### src/rtl/md_issue.sv
// Issue/interlock stage for the multiply/divide unit: launches mult/div/mthi/mtlo,
// returns mfhi/mflo results and stalls md-class requests while the unit is busy.
module md_issue #(
   parameter int unsigned MULT_LAT = 5,
   parameter int unsigned DIV_LAT  = 10
) (
   input  logic        clk,
   input  logic        reset,
   input  logic        req_valid,
   input  logic [3:0]  req_op,
   input  logic [31:0] req_a,
   input  logic [31:0] req_b,
   input  logic [31:0] md_hi,
   input  logic [31:0] md_lo,
   output logic        stall,
   output logic        md_start,
   output logic [3:0]  md_op,
   output logic [31:0] md_d1,
   output logic [31:0] md_d2,
   output logic        rd_valid,
   output logic [31:0] rd_data
);

   localparam logic [3:0] OP_MULT  = 4'd1;
   localparam logic [3:0] OP_MULTU = 4'd2;
   localparam logic [3:0] OP_DIV   = 4'd3;
   localparam logic [3:0] OP_DIVU  = 4'd4;
   localparam logic [3:0] OP_MTHI  = 4'd5;
   localparam logic [3:0] OP_MTLO  = 4'd6;
   localparam logic [3:0] OP_MFHI  = 4'd7;
   localparam logic [3:0] OP_MFLO  = 4'd8;

   localparam logic [3:0] MULT_CNT = 4'(MULT_LAT);
   localparam logic [3:0] DIV_CNT  = 4'(DIV_LAT);

   typedef enum logic {
      IDLE,
      BUSY
   } state_t;

   state_t      state_q, state_d;
   logic [3:0]  cnt_q, cnt_d;
   logic        md_start_q, md_start_d;
   logic [3:0]  md_op_q, md_op_d;
   logic [31:0] md_d1_q, md_d1_d;
   logic [31:0] md_d2_q, md_d2_d;
   logic        rd_valid_q, rd_valid_d;
   logic [31:0] rd_data_q, rd_data_d;

   logic op_legal;
   logic op_mul;
   logic op_div;
   logic op_issue;
   logic op_read;
   logic accept;

   always_comb begin
      op_legal = (req_op >= OP_MULT) && (req_op <= OP_MFLO);
      op_mul   = (req_op == OP_MULT) || (req_op == OP_MULTU);
      op_div   = (req_op == OP_DIV)  || (req_op == OP_DIVU);
      op_issue = op_mul || op_div || (req_op == OP_MTHI) || (req_op == OP_MTLO);
      op_read  = (req_op == OP_MFHI) || (req_op == OP_MFLO);
   end

   // Stall follows state_q directly, so an asynchronous reset drops it at once.
   assign stall  = req_valid & op_legal & (state_q == BUSY);
   assign accept = req_valid & op_legal & (state_q == IDLE);

   always_comb begin
      state_d = state_q;
      cnt_d   = cnt_q;
      case (state_q)
         IDLE: begin
            if (accept && op_mul) begin
               state_d = BUSY;
               cnt_d   = MULT_CNT;
            end else if (accept && op_div) begin
               state_d = BUSY;
               cnt_d   = DIV_CNT;
            end
         end
         BUSY: begin
            if (cnt_q <= 4'd1) begin
               state_d = IDLE;
               cnt_d   = 4'd0;
            end else begin
               cnt_d = cnt_q - 4'd1;
            end
         end
         default: begin
            state_d = IDLE;
            cnt_d   = 4'd0;
         end
      endcase
   end

   always_comb begin
      md_start_d = accept & op_issue;
      md_op_d    = md_op_q;
      md_d1_d    = md_d1_q;
      md_d2_d    = md_d2_q;
      rd_valid_d = accept & op_read;
      rd_data_d  = rd_data_q;
      if (md_start_d) begin
         md_op_d = req_op;
         md_d1_d = req_a;
         md_d2_d = req_b;
      end
      if (rd_valid_d) begin
         rd_data_d = (req_op == OP_MFHI) ? md_hi : md_lo;
      end
   end

   always_ff @(posedge clk or negedge reset) begin
      if (!reset) begin
         state_q    <= IDLE;
         cnt_q      <= 4'd0;
         md_start_q <= 1'b0;
         md_op_q    <= 4'd0;
         md_d1_q    <= 32'd0;
         md_d2_q    <= 32'd0;
         rd_valid_q <= 1'b0;
         rd_data_q  <= 32'd0;
      end else begin
         state_q    <= state_d;
         cnt_q      <= cnt_d;
         md_start_q <= md_start_d;
         md_op_q    <= md_op_d;
         md_d1_q    <= md_d1_d;
         md_d2_q    <= md_d2_d;
         rd_valid_q <= rd_valid_d;
         rd_data_q  <= rd_data_d;
      end
   end

   assign md_start = md_start_q;
   assign md_op    = md_op_q;
   assign md_d1    = md_d1_q;
   assign md_d2    = md_d2_q;
   assign rd_valid = rd_valid_q;
   assign rd_data  = rd_data_q;

endmodule

### config.mk
export PLATFORM = sky130hd
export DESIGN_NAME = md_issue
export DESIGN_NICKNAME = d
export VERILOG_FILES = /design/src/rtl/md_issue.sv
export SDC_FILE = /design/constraint.sdc
export NUM_CORES = 1
export LEC_CHECK = 0
export BUFFER_PORTS_ARGS = -buffer_cell sky130_fd_sc_hd__buf_2
export CORE_MARGIN = 1.5
export CORE_UTILIZATION = 45
export DETAILED_ROUTE_END_ITERATION = 7
export GPL_TIMING_DRIVEN = 0
export PLACE_DENSITY = 0.8
export REMOVE_ABC_BUFFERS = 1
export SLEW_MARGIN = 40
export SYNTH_ARGS = -nofsm -noshare
export SYNTH_HDL_FRONTEND = slang
export SYNTH_SLANG_ARGS = --single-unit
export TNS_END_PERCENT = 100
### constraint.sdc
create_clock -name clk -period 2.1 [get_ports clk]
set_clock_uncertainty 0.2 [all_clocks]
set_input_delay 0.21 -clock clk [delete_from_list [all_inputs] [get_ports clk]]
set_output_delay 0.21 -clock clk [all_outputs]
set_load 0.01 [all_outputs]
==> impl_metrics.csv <==
group,metric,value,unit
status,status,"complete, no violations",
final_layout,finalInstanceArea,7440,um2
job,max_cap_viol_count,0,
placement,dp_hpwl,7.79,mm
grt,grtUsageMet3,5.42,%
power_and_ir_drop,switching_share,35.7,%
floorplanning,die_x,103,um
setup_path,crit_required,2150,ps
clock_tree,clock_latency,350,ps
final_layout,syn_to_final_growth,65.7,%
logic_synthesis,ys.warnings.count,0,
final_layout,fillers,577,
clock_tree,clock_path_buffers,2,
setup_path,cp.arrival,2060,ps
clock_tree,cts_tree,"done",
setup_path,startpoint_type,"flip-flop",
power_and_ir_drop,p_int,5.38,mW
grt,grt_max_degree,67,
power_and_ir_drop,p_sw,2.99,mW
logic_synthesis,synth_edf_count,0,
setup_path,r2r_end,"md_d2[29]$_DFFE_PN0P_",
routing,wire_per_inst,16.7,um
logic_synthesis,synth_ff_type,"dfrtp_1",
routing,routed_wl,14.1,mm
logic_synthesis,ys_ff_latch,107,
clock_tree,ctsHtreeMaxLevel,3,
placement,numPortBuffers,237,
setup_path,crit_slowest_cell,"dfrtp_1",
routing,dr.first_iter.drc_count,68,
grt,grt_pass1_wl,21.3,mm
floorplanning,io_pins,238,
min_path,hp-class,"primary input to async pin",
clock_tree,cts_made_buffers,9,
power_and_ir_drop,ir_drop,0.637,mV
routing,drc,0,
grt,grtUsageMet2,49.6,%
grt,grt-busiest-layer,"met2",
setup_path,crit_fanout,14,
grt,use_met1,28.6,%
setup_path,crit_buf_inv,0,
setup_path,crit_path_max_incr_delay,530,ps
final_layout,final_util,76.5,%
logic_synthesis,yosysSeqAreaShare,59.6,%
timing,rsz0062_at_grt,"false",
floorplanning,core_area,9730,um2
floorplanning,dieArea,10600,um2
setup_path,worst_setup_path_end_kind,"flip-flop",
clock_tree,cts.sink_count,107,
placement,place_area,5840,um2
clock_tree,cts-root-buf,"clkbuf_8",
routing,vias,4114,
setup_path,critPathKind,"flip-flop to flip-flop",
power_and_ir_drop,comb_power_share,41.2,%
timing,fmaxAchievable,498,MHz
clock_tree,clkSlewWorstSetupHoldPaths,120,ps
grt,grt_pass1_vias,4367,
routing,viasPerCell,4.87,
placement,gp_congestion,0.767,
power_and_ir_drop,powerDensity,1120,nW/um2
final_layout,fin_nets,843,
power_and_ir_drop,p_leak,3.89,nW
logic_synthesis,ys_types,33,
routing,ant_nets,0,
timing,worst_slack,92.2,ps
logic_synthesis,netlist_instances,329,
floorplanning,start_util,46.2,%
timing,timing.final.crit_share,95.6,%
power_and_ir_drop,pwr-share-clk,15.3,%
timing,finalHoldViolCount,0,
timing,period_minus_slack,2010,ps
timing,setup_tns,0,ps
grt,grt.total_usage,26.4,%
routing,firstDrtPassIters,4,
setup_path,crit_chain,"nor3b_4 -> nand3_2 -> mux2_2",
grt,antenna_found_initial,0,
final_layout,final_layout_size_suffix_gt1_share,50.1,%
floorplanning,fp-row-count,36,
logic_synthesis,ys_async_sr_fraction,100,%
power_and_ir_drop,seq_power_share,43.5,%
setup_path,crit_family,"simple AND/OR/NAND/NOR gates",
timing,worst_pin_slew,627,ps
setup_path,r2r_start,"state_q$_DFF_PN0_",
setup_path,path_depth,3,
logic_synthesis,syn_area,4490,um2
final_layout,n_antenna_cell,0,
placement,pre_cts_ws,-214,ps
grt,grt-ovfl-total,0,
setup_path,r2r_slack,90,ps
logic_synthesis,synth.avg_cell_area,13.6,um2
timing,slew_viol_final,0,
timing,setup_viol,0,
floorplanning,die_y,103,um
timing,relSlewSlack,57.8,%
setup_path,worstRegToRegCells,3,
-- cell usage after synthesis, types with 2 or more instances --
cell	number	area share, %
nand4b_1	2	0.39
buf_2	7	0.78
mux2i_1	32	7.1
nor2_1	2	0.17
clkbuf_1	4	0.33
inv_1	7	0.59
and2_1	2	0.28
buf_4	2	0.33
o21ai_1	15	1.7
o21ai_2	17	3.3
mux2_2	68	17
ha_1	2	0.56
buf_6	6	1.5
o21a_1	2	0.33
nand3_1	3	0.33
dfrtp_1	107	60
nand2_1	35	2.9
-- power groups by stage --
| stage | sequential (mW) | combinational, mW | clock [mW] |
|---|---|---|---|
| global placement | 3.55 | 3.05 | 0 |
| finish | 3.64 | 3.45 | 1.28 |
| detailed placement | 3.62 | 3.14 | 0 |
| global route | 3.76 | 3.71 | 1.41 |
| floorplan | 4.08 | 1.20 | 0 |
| CTS | 3.59 | 3.34 | 1.31 |
-- how the worst max path moves through the flow --
stage                     slack [ps]               from                 endpoint
after floorplan                -1530          req_op[3]  rd_data[12]$_DFFE_PN0P_
after global placement         -2350          req_op[3]  rd_data[27]$_DFFE_PN0P_
after detailed placement        -210  state_q$_DFF_PN0_    md_d1[15]$_DFFE_PN0P_
after CTS                         40  state_q$_DFF_PN0_    md_d2[26]$_DFFE_PN0P_
after global routing              10  state_q$_DFF_PN0_    md_d2[29]$_DFFE_PN0P_
final                             90  state_q$_DFF_PN0_    md_d2[29]$_DFFE_PN0P_
-- layout make-up --
| cell class | instances | area [um2] | share of cell area [%] |
|---|---|---|---|
| clock inverters | 6 | 72.6 | 0.975 |
| clock buffers | 10 | 128 | 1.71 |
| flip-flops and latches | 107 | 2680 | 36.0 |
| well taps | 133 | 166 | 2.24 |
| repair buffers | 384 | 2680 | 35.9 |
| inverters | 7 | 26.3 | 0.353 |
| multi-input cells | 197 | 1700 | 22.8 |
-- registers in the layout (all words and copies together) (netlist names) --
signal,cells
md_op,4
rd_valid,1
rd_data,32
md_d1,32
state_q,1
md_d2,32
md_start,1
cnt_q,4
-- cell families after synthesis --
kind of cell	count (synthesis)	share of synthesized area, %
buf+inv	26	3.54
flops	107	59.6
fa+ha+maj	2	0.557
simple gates	49	4.88
mux	100	24.2
xor+xnor	1	0.195
compound gates	44	7.02
-- cells in the final DEF, fill, tap and decap left out, drive strengths merged, types with 2 or more instances in the layout --
master       synthesis  final
ha                   2      2
mux2                68     68
nand4b               2      2
dfrtp              107    107
o21ai               33     33
clkbuf               4     10
mux2i               32     32
nor2                 2      2
inv                  7      9
o21a                 2      2
dlygate4sd3          0    132
and2                 2      2
nand2               35     35
clkinv               0      2
nand3                3      4
buf                 15    252
-- stage by stage --
stage / instances / power, mW / hold slack (ps)
2_1_floorplan: 310 / 5.28 / -286
3_3_place_gp: 680 / 6.60 / 241
3_5_place_dp: 687 / 6.76 / -84.8
4_1_cts: 836 / 8.24 / 83.8
5_1_grt: 844 / 8.88 / 97.9
6_report: 844 / 8.37 / 108
-- layer usage --
| layer | wire, um | part of all wire, % |
|---|---|---|
| met5 | 0 | 0 |
| met1 | 5140 | 37 |
| met2 | 7660 | 54 |
| met3 | 872 | 6.2 |
| met4 | 401 | 2.8 |
-- repair_timing --
| item | 4_1_cts | 5_1_grt |
|---|---|---|
| endpoints found under the hold margin | 206 | 0 |
| buffers inserted | 0 | 8 |
| pin swaps | 1 | 2 |
| setup endpoints to repair | 57 | 37 |
| gates cloned | 1 | 0 |
| hold buffers | 132 | 0 |
| gates resized for setup | 2 | 0 |
(Power assumes the default switching activity.)
